### src/rtl/multicycle_ctrl_if.sv
// Control/status bundle between the multicycle RV32I controller and its datapath/memory.
// The controller uses the master modport; the datapath side uses slave.
interface multicycle_ctrl_if;
   logic [6:0]  opcode;
   logic [2:0]  funct3;
   logic        zero;
   logic        mem_ready;
   logic        mem_req;
   logic        mem_we;
   logic        iord;
   logic        ir_we;
   logic        pc_we;
   logic        pc_src;
   logic [1:0]  alu_a_sel;
   logic [1:0]  alu_b_sel;
   logic [1:0]  alu_op_sel;
   logic        reg_we;
   logic [1:0]  wb_sel;
   logic [2:0]  state;
   logic        halted;
   logic        illegal;
   logic        bus_err;
   logic [31:0] instret;

   modport master (
      input  opcode, funct3, zero, mem_ready,
      output mem_req, mem_we, iord, ir_we, pc_we, pc_src,
             alu_a_sel, alu_b_sel, alu_op_sel, reg_we, wb_sel,
             state, halted, illegal, bus_err, instret
   );

   modport slave (
      output opcode, funct3, zero, mem_ready,
      input  mem_req, mem_we, iord, ir_we, pc_we, pc_src,
             alu_a_sel, alu_b_sel, alu_op_sel, reg_we, wb_sel,
             state, halted, illegal, bus_err, instret
   );
endinterface

### src/rtl/multicycle_ctrl.sv
// Phase sequencer for a multicycle RV32I datapath sharing one memory port.
// Handles variable memory latency with a timeout, counts retirements, halts on faults.
module multicycle_ctrl #(
   parameter int MEM_TIMEOUT = 16
) (
   input  logic              clk,
   input  logic              rst_n,
   multicycle_ctrl_if.master bus
);

   typedef enum logic [2:0] {
      S_FETCH  = 3'd0,
      S_DECODE = 3'd1,
      S_EXEC   = 3'd2,
      S_MEM    = 3'd3,
      S_WB     = 3'd4,
      S_HALT   = 3'd5
   } state_t;

   localparam logic [6:0] OP_R     = 7'b0110011;
   localparam logic [6:0] OP_I     = 7'b0010011;
   localparam logic [6:0] OP_LOAD  = 7'b0000011;
   localparam logic [6:0] OP_STORE = 7'b0100011;
   localparam logic [6:0] OP_LUI   = 7'b0110111;
   localparam logic [6:0] OP_JAL   = 7'b1101111;
   localparam logic [6:0] OP_BR    = 7'b1100011;
   localparam logic [6:0] OP_SYS   = 7'b1110011;

   localparam logic [1:0] A_PC      = 2'd0;
   localparam logic [1:0] A_RS1     = 2'd1;
   localparam logic [1:0] A_OLDPC   = 2'd2;
   localparam logic [1:0] A_ZERO    = 2'd3;
   localparam logic [1:0] B_RS2     = 2'd0;
   localparam logic [1:0] B_FOUR    = 2'd1;
   localparam logic [1:0] B_IMM     = 2'd2;
   localparam logic [1:0] ALU_ADD   = 2'd0;
   localparam logic [1:0] ALU_FUNCT = 2'd1;
   localparam logic [1:0] ALU_SUB   = 2'd2;
   localparam logic [1:0] WB_ALUOUT = 2'd0;
   localparam logic [1:0] WB_MDR    = 2'd1;
   localparam logic [1:0] WB_PC     = 2'd2;

   localparam int             TW      = $clog2(MEM_TIMEOUT);
   localparam logic [TW-1:0]  TO_LAST = TW'(MEM_TIMEOUT - 1);

   state_t        r_state;
   state_t        w_next;
   logic [TW-1:0] r_wait_cnt;
   logic          r_illegal;
   logic          r_bus_err;
   logic [31:0]   r_instret;

   logic          w_mem_phase;
   logic          w_ready;
   logic          w_timeout;
   logic          w_is_legal;
   logic          w_is_system;
   logic          w_taken;
   logic          w_retire;
   logic          w_set_illegal;
   logic          w_set_bus_err;

   logic          w_mem_req;
   logic          w_mem_we;
   logic          w_iord;
   logic          w_ir_we;
   logic          w_pc_we;
   logic          w_pc_src;
   logic [1:0]    w_alu_a_sel;
   logic [1:0]    w_alu_b_sel;
   logic [1:0]    w_alu_op_sel;
   logic          w_reg_we;
   logic [1:0]    w_wb_sel;

   // mem_ready only counts while a request is actually outstanding
   assign w_mem_phase = (r_state == S_FETCH) || (r_state == S_MEM);
   assign w_ready     = w_mem_phase && bus.mem_ready;
   assign w_timeout   = w_mem_phase && !bus.mem_ready && (r_wait_cnt == TO_LAST);

   assign w_is_legal  = (bus.opcode == OP_R)     || (bus.opcode == OP_I)   ||
                        (bus.opcode == OP_LOAD)  || (bus.opcode == OP_STORE) ||
                        (bus.opcode == OP_LUI)   || (bus.opcode == OP_JAL) ||
                        ((bus.opcode == OP_BR) &&
                         ((bus.funct3 == 3'b000) || (bus.funct3 == 3'b001)));
   assign w_is_system = (bus.opcode == OP_SYS) && (bus.funct3 == 3'b000);
   assign w_taken     = bus.zero ^ bus.funct3[0];

   always_ff @(posedge clk or negedge rst_n) begin
      if (!rst_n) begin
         r_state <= S_FETCH;
      end else begin
         r_state <= w_next;
      end
   end

   always_comb begin
      w_next        = r_state;
      w_set_illegal = 1'b0;
      w_set_bus_err = 1'b0;
      case (r_state)
         S_FETCH: begin
            if (w_ready) begin
               w_next = S_DECODE;
            end else if (w_timeout) begin
               w_next        = S_HALT;
               w_set_bus_err = 1'b1;
            end
         end
         S_DECODE: begin
            if (w_is_legal) begin
               w_next = S_EXEC;
            end else begin
               w_next        = S_HALT;
               w_set_illegal = !w_is_system;
            end
         end
         S_EXEC: begin
            case (bus.opcode)
               OP_LOAD, OP_STORE:        w_next = S_MEM;
               OP_BR:                    w_next = S_FETCH;
               OP_R, OP_I, OP_LUI, OP_JAL: w_next = S_WB;
               default: begin
                  w_next        = S_HALT;
                  w_set_illegal = 1'b1;
               end
            endcase
         end
         S_MEM: begin
            if (w_ready) begin
               w_next = (bus.opcode == OP_STORE) ? S_FETCH : S_WB;
            end else if (w_timeout) begin
               w_next        = S_HALT;
               w_set_bus_err = 1'b1;
            end
         end
         S_WB:    w_next = S_FETCH;
         S_HALT:  w_next = S_HALT;
         default: w_next = S_HALT;
      endcase
   end

   assign w_retire = (r_state != S_FETCH) && (w_next == S_FETCH);

   always_ff @(posedge clk or negedge rst_n) begin
      if (!rst_n) begin
         r_wait_cnt <= '0;
         r_illegal  <= 1'b0;
         r_bus_err  <= 1'b0;
         r_instret  <= '0;
      end else begin
         if ((r_state == w_next) && w_mem_phase && !bus.mem_ready) begin
            r_wait_cnt <= r_wait_cnt + 1'b1;
         end else begin
            r_wait_cnt <= '0;
         end
         if (w_set_illegal) begin
            r_illegal <= 1'b1;
         end
         if (w_set_bus_err) begin
            r_bus_err <= 1'b1;
         end
         if (w_retire) begin
            r_instret <= r_instret + 32'd1;
         end
      end
   end

   always_comb begin
      w_mem_req    = 1'b0;
      w_mem_we     = 1'b0;
      w_iord       = 1'b0;
      w_ir_we      = 1'b0;
      w_pc_we      = 1'b0;
      w_pc_src     = 1'b0;
      w_alu_a_sel  = A_PC;
      w_alu_b_sel  = B_RS2;
      w_alu_op_sel = ALU_ADD;
      w_reg_we     = 1'b0;
      w_wb_sel     = WB_ALUOUT;
      case (r_state)
         S_FETCH: begin
            w_mem_req   = 1'b1;
            w_alu_b_sel = B_FOUR;
            w_ir_we     = w_ready;
            w_pc_we     = w_ready;
         end
         S_DECODE: begin
            w_alu_a_sel = A_OLDPC;
            w_alu_b_sel = B_IMM;
         end
         S_EXEC: begin
            case (bus.opcode)
               OP_R: begin
                  w_alu_a_sel  = A_RS1;
                  w_alu_op_sel = ALU_FUNCT;
               end
               OP_I: begin
                  w_alu_a_sel  = A_RS1;
                  w_alu_b_sel  = B_IMM;
                  w_alu_op_sel = ALU_FUNCT;
               end
               OP_LOAD, OP_STORE: begin
                  w_alu_a_sel = A_RS1;
                  w_alu_b_sel = B_IMM;
               end
               OP_LUI: begin
                  w_alu_a_sel = A_ZERO;
                  w_alu_b_sel = B_IMM;
               end
               OP_BR: begin
                  w_alu_a_sel  = A_RS1;
                  w_alu_op_sel = ALU_SUB;
                  w_pc_we      = w_taken;
                  w_pc_src     = w_taken;
               end
               OP_JAL: begin
                  w_pc_we  = 1'b1;
                  w_pc_src = 1'b1;
               end
               default: ;
            endcase
         end
         S_MEM: begin
            w_mem_req = 1'b1;
            w_iord    = 1'b1;
            w_mem_we  = (bus.opcode == OP_STORE);
         end
         S_WB: begin
            w_reg_we = 1'b1;
            if (bus.opcode == OP_LOAD) begin
               w_wb_sel = WB_MDR;
            end else if (bus.opcode == OP_JAL) begin
               w_wb_sel = WB_PC;
            end
         end
         default: ;
      endcase
      // Reset may land mid-cycle; nothing may be requested or written while it is held
      if (!rst_n) begin
         w_mem_req = 1'b0;
         w_mem_we  = 1'b0;
         w_ir_we   = 1'b0;
         w_pc_we   = 1'b0;
         w_reg_we  = 1'b0;
      end
   end

   assign bus.mem_req    = w_mem_req;
   assign bus.mem_we     = w_mem_we;
   assign bus.iord       = w_iord;
   assign bus.ir_we      = w_ir_we;
   assign bus.pc_we      = w_pc_we;
   assign bus.pc_src     = w_pc_src;
   assign bus.alu_a_sel  = w_alu_a_sel;
   assign bus.alu_b_sel  = w_alu_b_sel;
   assign bus.alu_op_sel = w_alu_op_sel;
   assign bus.reg_we     = w_reg_we;
   assign bus.wb_sel     = w_wb_sel;
   assign bus.state      = r_state;
   assign bus.halted     = (r_state == S_HALT);
   assign bus.illegal    = r_illegal;
   assign bus.bus_err    = r_bus_err;
   assign bus.instret    = r_instret;

endmodule
### src/flat_wrapper.sv
// flat-port wrapper written by rule: the top's interface ports become plain ports
module multicycle_ctrl_flat 
#(
   parameter int MEM_TIMEOUT = 16
)
  (clk, rst_n, bus_opcode, bus_funct3, bus_zero, bus_mem_ready, bus_mem_req, bus_mem_we, bus_iord, bus_ir_we, bus_pc_we, bus_pc_src, bus_alu_a_sel, bus_alu_b_sel, bus_alu_op_sel, bus_reg_we, bus_wb_sel, bus_state, bus_halted, bus_illegal, bus_bus_err, bus_instret);
  multicycle_ctrl_if bus_i ();
  input  logic clk;
  input  logic rst_n;
  input wire logic [$bits(bus_i.opcode)-1:0] bus_opcode;
  input wire logic [$bits(bus_i.funct3)-1:0] bus_funct3;
  input wire logic [$bits(bus_i.zero)-1:0] bus_zero;
  input wire logic [$bits(bus_i.mem_ready)-1:0] bus_mem_ready;
  output wire logic [$bits(bus_i.mem_req)-1:0] bus_mem_req;
  output wire logic [$bits(bus_i.mem_we)-1:0] bus_mem_we;
  output wire logic [$bits(bus_i.iord)-1:0] bus_iord;
  output wire logic [$bits(bus_i.ir_we)-1:0] bus_ir_we;
  output wire logic [$bits(bus_i.pc_we)-1:0] bus_pc_we;
  output wire logic [$bits(bus_i.pc_src)-1:0] bus_pc_src;
  output wire logic [$bits(bus_i.alu_a_sel)-1:0] bus_alu_a_sel;
  output wire logic [$bits(bus_i.alu_b_sel)-1:0] bus_alu_b_sel;
  output wire logic [$bits(bus_i.alu_op_sel)-1:0] bus_alu_op_sel;
  output wire logic [$bits(bus_i.reg_we)-1:0] bus_reg_we;
  output wire logic [$bits(bus_i.wb_sel)-1:0] bus_wb_sel;
  output wire logic [$bits(bus_i.state)-1:0] bus_state;
  output wire logic [$bits(bus_i.halted)-1:0] bus_halted;
  output wire logic [$bits(bus_i.illegal)-1:0] bus_illegal;
  output wire logic [$bits(bus_i.bus_err)-1:0] bus_bus_err;
  output wire logic [$bits(bus_i.instret)-1:0] bus_instret;
  assign bus_i.opcode = bus_opcode;
  assign bus_i.funct3 = bus_funct3;
  assign bus_i.zero = bus_zero;
  assign bus_i.mem_ready = bus_mem_ready;
  assign bus_mem_req = bus_i.mem_req;
  assign bus_mem_we = bus_i.mem_we;
  assign bus_iord = bus_i.iord;
  assign bus_ir_we = bus_i.ir_we;
  assign bus_pc_we = bus_i.pc_we;
  assign bus_pc_src = bus_i.pc_src;
  assign bus_alu_a_sel = bus_i.alu_a_sel;
  assign bus_alu_b_sel = bus_i.alu_b_sel;
  assign bus_alu_op_sel = bus_i.alu_op_sel;
  assign bus_reg_we = bus_i.reg_we;
  assign bus_wb_sel = bus_i.wb_sel;
  assign bus_state = bus_i.state;
  assign bus_halted = bus_i.halted;
  assign bus_illegal = bus_i.illegal;
  assign bus_bus_err = bus_i.bus_err;
  assign bus_instret = bus_i.instret;
  multicycle_ctrl #(.MEM_TIMEOUT(MEM_TIMEOUT)) u_core (.clk(clk), .rst_n(rst_n), .bus(bus_i));
endmodule
### config.mk
export PLATFORM = sky130hd
export DESIGN_NAME = multicycle_ctrl_flat
export DESIGN_NICKNAME = d
export VERILOG_FILES = /design/src/rtl/multicycle_ctrl_if.sv /design/src/rtl/multicycle_ctrl.sv /design/src/flat_wrapper.sv
export SDC_FILE = /design/constraint.sdc
export NUM_CORES = 1
export LEC_CHECK = 0
export CORE_MARGIN = 2
export CORE_UTILIZATION = 47
export CTS_CLUSTER_SIZE = 40
export DETAILED_ROUTE_END_ITERATION = 12
export PLACE_DENSITY = 0.79
export RECOVER_POWER = 25
export SETUP_SLACK_MARGIN = 0.02
export SYNTH_ARGS = -nofsm -noshare
export SYNTH_HDL_FRONTEND = slang
export SYNTH_SLANG_ARGS = --single-unit
### constraint.sdc
create_clock -name clk -period 5.91 [get_ports clk]
set_input_delay 1.182 -clock clk [delete_from_list [all_inputs] [get_ports clk]]
set_output_delay 1.182 -clock clk [all_outputs]
set_load 0.02 [all_outputs]
==> impl_metrics.py, run 1 <==
metrics = {
    "floorplanning": {
        "ios": 67,
        "die_w_um": 74.4,
        "die-area_um2": 5540,
        "rows": 25,
        "coreArea_um2": 4750,
        "initial_core_util": 0.491,
        "die_h_um": 74.4,
    },
    "synth": {
        "synth_top_cell_by_area": "dfrtp_1",
        "synth_nets": 253,
        "synth_cell_type_count": 50,
        "yosysTopAreaCellShare": 0.440,
        "synth-seq-cells": 41,
        "async_reset_ff_frac": 1.00,
        "ys_seq_area_frac": 0.440,
        "mappedNetlistArea_um2": 2330,
        "yosysWarnings": 0,
        "synth_edf_count": 0,
        "synth_cells": 237,
        "synthTopCellsByArea": "dfrtp_1 44%, xnor2_1 7.1%, xor2_1 5.6%, and3_1 3.5%, nand2_1 3.4%",
        "synth_flop_cell": "dfrtp_1",
        "syn_avg_cell_area_um2": 9.84,
    },
    "timing": {
        "drv_slew": 38,
        "setup_tns_ns": 0,
        "finalSetupViolCount": 0,
        "rsz0062_at_grt": "no",
        "setup_slack_ns": 0.863,
        "fmax_mhz": 198,
        "tightest_slew_ns": 1.91,
        "skew_ns": 0.00920,
        "hold_viol_final": 0,
        "max_slew_margin": -0.272,
        "timing.final.crit_period_ns": 5.05,
        "post-route-period-util": 0.854,
    },
    "clock_tree": {
        "clock_latency_ns": 0.30,
        "cts_max_level": 2,
        "clockBufferDepth": 2,
        "numCtsBuffers": 5,
        "cts_num_sinks": 41,
        "root_buffer": "clkbuf_8",
        "cts_resized": 0,
        "cts_tree": "done",
        "cts_hold_buf": 0,
        "path_clk_slew_ns": 0.07,
        "post_cts_buffers": 0,
    },
    "critical_path": {
        "worstRegToRegCells": 5,
        "arrival_ns": 3.87,
        "r2r_start": "u_core.bus.state[2]",
        "critPathLaunchType": "input pin",
        "rr_endpoint": "u_core.bus.instret[1]",
        "endpoint_kind": "primary output",
        "crit_required_ns": 4.73,
        "critPathKind": "input pin to primary output",
        "cp_max_fo": 12,
        "r2r_slack_ns": 3.51,
    },
    "power": {
        "swShare": 0.212,
        "power.share.clock": 0.430,
        "comb_power_share": 0.057,
        "power_uw": 546,
        "power.density_nw_per_um2": 173,
        "leakage_uw": 0.00133,
        "p_int_uw": 430,
        "vdd_ir_drop_max_mv": 0.130,
        "p_seq_frac": 0.514,
        "power.switching_uw": 116,
    },
    "global_route": {
        "grt_max_degree": 38,
        "grtUsageTotal": 0.212,
        "overflow": 0,
        "grt_pass1_wl_mm": 9.11,
        "antenna_found_initial": 0,
        "first_global_vias": 1923,
    },
    "routing": {
        "drc": 0,
        "wl_met2_mm": 2.56,
        "drtIter0Drc": 95,
        "firstDrtPassIters": 4,
        "wire_per_inst_um": 14.7,
        "wl_met3_um": 370,
        "viasPerCell": 5.56,
        "routed.top_layer": "met4",
        "antenna_left": 0,
        "drt-met1-wl_mm": 2.43,
        "finalWirelength_mm": 5.44,
        "num_vias": 2062,
    },
    "run_status": {
        "status": "finished, violations left",
        "violations": "capacitance limit, slew limit",
    },
    "worst_hold_path": {
        "holdPathStages": 1,
        "holdPathEnd": "u_core.bus.bus_err",
        "min_from": "u_core.bus.bus_err",
        "worstHoldPathType": "flip-flop to flip-flop",
    },
    "finish": {
        "area_growth_pct": 35.1,
        "n_antenna_cell": 0,
        "layout-drive-gt1-share": 0.0658,
        "layout.nets": 319,
    },
    "run": {
        "cap_viol_max_count": 1,
    },
    "placement": {
        "numPortBuffers": 66,
        "dp_slack_ns": 0.891,
        "hpwl_mm": 4.05,
        "gp_congestion": 0.894,
    },
}
[metal layers]
metal / global-route usage / vias up
li1: - / 983
met1: 0.296 / 981
met2: 0.325 / 87
met3: 0.0542 / 11
met4: 0.0615 / 0
met5: 0 / -
[Yosys cell counts, types with 2 or more instances]
| library cell | count |
|---|---|
| nand3_1 | 8 |
| a21oi_1 | 9 |
| nor2_1 | 14 |
| dfrtp_1 | 41 |
| and2_1 | 4 |
| ha_1 | 2 |
| a21o_1 | 3 |
| and4_1 | 6 |
| xor2_1 | 15 |
| buf_2 | 2 |
| nor4_1 | 5 |
| nand2_1 | 21 |
| xnor2_1 | 19 |
| clkbuf_1 | 4 |
| nand4_1 | 9 |
| nor3_1 | 11 |
| and3_1 | 13 |
| nand2b_1 | 4 |
| nor2b_1 | 4 |
| and3_4 | 4 |
| inv_1 | 5 |
| o21ai_0 | 6 |
[sequential cells by signal, indices dropped and copies added, names as in the netlist]
register / count
u_core.bus.instret: 32
u_core.r_wait_cnt: 4
u_core.bus.state: 3
u_core.bus.bus_err: 1
u_core.bus.illegal: 1
[worst max-delay path, cell delays in order]
cell and delay, ns:
clkdlybuf4s50_1 0.62, or3_4 0.44, o31ai_1 0.30, and4_1 0.32, nand2_1 0.10, nor3b_1 0.26
clkdlybuf4s50_1 0.64
[power by group through the flow]
| stage | logic, µW | clock network, µW | registers [µW] |
|---|---|---|---|
| floorplan | 10.9 | 0 | 286 |
| global placement | 30.6 | 0 | 286 |
| detailed placement | 30.8 | 0 | 286 |
| CTS | 31.0 | 240 | 281 |
| global route | 33.9 | 251 | 281 |
| finish | 30.9 | 235 | 281 |
[placed cells by master (no fill, tap or decap), drive strengths merged, types with 2 or more instances in the layout]
cell type / netlist / final
and4: 6 / 6
a31oi: 2 / 2
nor2b: 4 / 4
dfrtp: 41 / 41
and3: 17 / 17
nor4: 6 / 6
and2: 4 / 4
nor3: 11 / 11
xor2: 15 / 15
nand2b: 4 / 4
clkdlybuf4s50: 0 / 65
nor3b: 2 / 2
inv: 5 / 5
or3: 2 / 2
a21oi: 9 / 9
or4: 2 / 2
nor2: 15 / 15
nand2: 21 / 21
a21o: 3 / 3
nand4: 9 / 9
o21ai: 6 / 6
xnor2: 20 / 20
clkbuf: 4 / 9
ha: 2 / 2
nand3: 8 / 8
[through the flow]
stage | utilization | hold WS (ns) | cells | cell area (µm²)
2_1_floorplan | - | 0.431 | 237 | 2330
3_3_place_gp | 0.639 | 0.444 | 363 | 3040
3_5_place_dp | 0.639 | 0.446 | 363 | 3040
4_1_cts | 0.664 | 0.468 | 371 | 3160
5_1_grt | 0.663 | 0.494 | 371 | 3150
6_report | 0.663 | 0.465 | 371 | 3150
[logic make-up (layout without fill, tap and decap cells)]
logic type	Yosys count	count (layout)	share of synthesized area
simple gates	116	116	0.299
flops	41	41	0.440
xor+xnor	35	35	0.135
compound gates	29	29	0.0853
buf+inv	13	80	0.0252
fa+ha+maj	2	2	0.0107
mux	1	1	0.00483
[layout make-up]
cell class	instances	area, µm²
repair buffers	67	658
multi-input cells	183	1250
fillers	402	1600
clock inverters	1	30.0
inverters	5	18.8
flip-flops and latches	41	1030
well taps	67	83.8
clock buffers	7	86.3
[worst max-delay path by stage]
stage | cells past startpoint | end | start | slack, ns
after floorplan | 6 | bus_wb_sel[0] | bus_opcode[6] | 1.98
after global placement | 7 | bus_wb_sel[0] | bus_opcode[2] | 0.95
after detailed placement | 7 | bus_wb_sel[0] | bus_opcode[2] | 0.89
after CTS | 7 | bus_wb_sel[0] | bus_opcode[2] | 0.89
after global routing | 4 | bus_pc_we | rst_n | 0.47
final | 7 | bus_wb_sel[0] | bus_opcode[2] | 0.86
No activity file was read; power rests on OpenSTA's default activity.
==> inputs of run 2 (changes only) <==
--- a/config.mk
+++ b/config.mk
@@ -5,11 +5,13 @@
 export SDC_FILE = /design/constraint.sdc
 export NUM_CORES = 1
 export LEC_CHECK = 0
+export ABC_AREA = 1
+export CORE_ASPECT_RATIO = 1.75
 export CORE_MARGIN = 2
 export CORE_UTILIZATION = 47
 export CTS_CLUSTER_SIZE = 40
 export DETAILED_ROUTE_END_ITERATION = 12
-export PLACE_DENSITY = 0.79
+export PLACE_DENSITY = 0.76
 export RECOVER_POWER = 25
 export SETUP_SLACK_MARGIN = 0.02
 export SYNTH_ARGS = -nofsm -noshare
==> impl_metrics.py, run 2 <==
metrics = {
    "global_route": {
        "grt_pass1_wl_mm": 13.1,
        "overflow": 0,
        "grtUsageTotal": 0.244,
        "antenna_found_initial": 0,
        "first_global_vias": 2881,
        "grt_max_degree": 34,
    },
    "timing": {
        "max_slew_margin": 0.207,
        "hold-worst-slack_ns": 0.462,
        "finalSetupViolCount": 0,
        "post-route-period-util": 0.753,
        "rsz0062_at_grt": "no",
        "fmax_mhz": 225,
        "skew_ns": 0.00955,
        "timing.final.crit_period_ns": 4.45,
        "setup_tns_ns": 0,
        "drv_slew": 0,
        "tightest_slew_ns": 1.19,
        "hold_viol_final": 0,
    },
    "clock_tree": {
        "path_clk_slew_ns": 0.07,
        "clockBufferDepth": 2,
        "cts_hold_buf": 0,
        "root_buffer": "clkbuf_8",
        "cts_resized": 0,
        "numCtsBuffers": 5,
        "cts_num_sinks": 41,
        "cts_tree": "done",
        "cts_max_level": 2,
        "clock_latency_ns": 0.29,
        "post_cts_buffers": 0,
    },
    "power": {
        "p_int_uw": 383,
        "leakage_uw": 0.00170,
        "comb_power_share": 0.054,
        "power.density_nw_per_um2": 134,
        "swShare": 0.218,
        "power.switching_uw": 107,
        "vdd_ir_drop_max_mv": 0.0945,
        "p_seq_frac": 0.572,
        "power.share.clock": 0.374,
    },
    "finish": {
        "register_area_um2": 1030,
        "stdcell_area_um2": 3650,
        "final_common_cell": "nand2_1",
        "n_antenna_cell": 0,
        "layout.nets": 504,
        "multi_input_area_um2": 1660,
        "area_growth_pct": 26.6,
        "n_fill_cell": 593,
        "largest_reg_flops": 32,
        "layout_common_cells": "150 x nand2_1, 65 x clkdlybuf4s50_1, 57 x nor2_1",
        "layout-drive-gt1-share": 0.0594,
    },
    "critical_path": {
        "crit_required_ns": 4.73,
        "r2r_start": "u_core.bus.state[2]",
        "endpoint_kind": "primary output",
        "worstRegToRegCells": 11,
        "startpoint": "rst_n",
        "crit_buf_inv": 3,
        "critPathKind": "input pin to primary output",
        "max_stage_delay_ns": 0.85,
        "arrival_ns": 3.27,
        "r2r_slack_ns": 3.30,
        "cp_max_fo": 22,
        "critical-path-slowest-cell": "clkbuf_1",
        "worstPathCellList": "clkbuf_1 -> buf_4 -> nand2_1 -> o21ai_0 -> clkdlybuf4s50_1",
        "rr_endpoint": "u_core.bus.instret[21]",
        "cp_top_family": "buffers and inverters",
        "critPathLaunchType": "input pin",
    },
    "worst_hold_path": {
        "holdPathStages": 1,
        "worstHoldPathType": "flip-flop to flip-flop",
        "holdPathEnd": "u_core.r_wait_cnt[0]",
        "min_from": "u_core.r_wait_cnt[0]",
    },
    "synth": {
        "synthTopCellsByArea": "dfrtp_1 36%, nand2_1 20%, nand3_1 8.2%, nor2_1 7.4%, xor2_1 6.7%",
        "synth_cell_type_count": 27,
        "synth_top_cell_by_area": "dfrtp_1",
        "synth_nets": 439,
        "synth_cells": 423,
        "yosysWarnings": 0,
        "synth-seq-cells": 41,
        "synth_edf_count": 0,
        "async_reset_ff_frac": 1.00,
        "synth_flop_cell": "dfrtp_1",
        "mappedNetlistArea_um2": 2890,
        "synth.most_common_cell": "nand2_1",
        "ys_seq_area_frac": 0.356,
        "synth_common_cells": "150 x nand2_1, 57 x nor2_1, 47 x nand3_1",
        "syn_avg_cell_area_um2": 6.82,
        "yosysTopAreaCellShare": 0.356,
    },
    "floorplanning": {
        "die-area_um2": 6810,
        "die_w_um": 63.2,
        "coreArea_um2": 5930,
        "initial_core_util": 0.487,
        "rows": 37,
        "die_h_um": 108,
        "ios": 67,
    },
    "placement": {
        "gp_congestion": 0.928,
        "placed_area_um2": 3570,
        "numPortBuffers": 66,
        "hpwl_mm": 6.41,
    },
    "routing": {
        "finalWirelength_mm": 8.12,
        "antenna_left": 0,
        "drtIter0Drc": 124,
        "num_vias": 2925,
        "viasPerCell": 5.17,
        "wire_per_inst_um": 14.3,
        "firstDrtPassIters": 4,
        "drc": 0,
    },
    "run": {
        "cap_viol_max_count": 0,
    },
    "run_status": {
        "status": "finished, final reports clean",
    },
}
[run 2: power by group through the flow]
stage          Combinational [µW]  Sequential [µW]  Clock (µW)
2_1_floorplan                8.08              286           0
3_3_place_gp                 26.1              286           0
4_1_cts                      26.6              280         187
5_1_grt                      29.4              280         195
3_5_place_dp                 26.6              286           0
6_report                     26.3              280         183
[run 2: stage by stage]
step | instances | utilization | power (µW) | setup WS [ns]
floorplan | 423 | - | 294 | 2.37
finish | 566 | 0.616 | 490 | 1.46
global placement | 559 | 0.602 | 312 | 1.65
global route | 566 | 0.616 | 505 | 1.19
CTS | 566 | 0.617 | 494 | 1.59
detailed placement | 559 | 0.602 | 312 | 1.60
[run 2: kinds of logic after synthesis]
kind of cell,synth area share
AO/OA/AOI/OAI,0.0178
adder cells (fa/ha/maj),0.00867
XOR/XNOR,0.0941
buffers and inverters,0.0702
AND/OR/NAND/NOR,0.454
flip-flops,0.356
[run 2: area by class of cell]
type                    instances  share of cell area
clock buffers                   7              0.0236
inverters                      33              0.0339
multi-input cells             340               0.454
flip-flops and latches         41               0.281
well taps                      78              0.0267
repair buffers                 67               0.181
[run 2: worst max-delay path by stage]
stage / end / slack (ns) / depth (start not counted)
floorplan: bus_pc_we / 2.37 / 8
finish: bus_pc_we / 1.46 / 5
global route: bus_pc_we / 1.19 / 5
CTS: bus_pc_we / 1.59 / 10
detailed placement: bus_pc_we / 1.60 / 11
global placement: bus_pc_we / 1.65 / 10
[run 2: per-layer routing]
| layer | track usage | share of wire | vias to the layer above |
|---|---|---|---|
| li1 | - | - | 1467 |
| met1 | 0.242 | 0.36 | 1349 |
| met2 | 0.483 | 0.56 | 85 |
| met3 | 0.0251 | 0.036 | 24 |
| met4 | 0.134 | 0.041 | 0 |
| met5 | 0 | 0 | - |
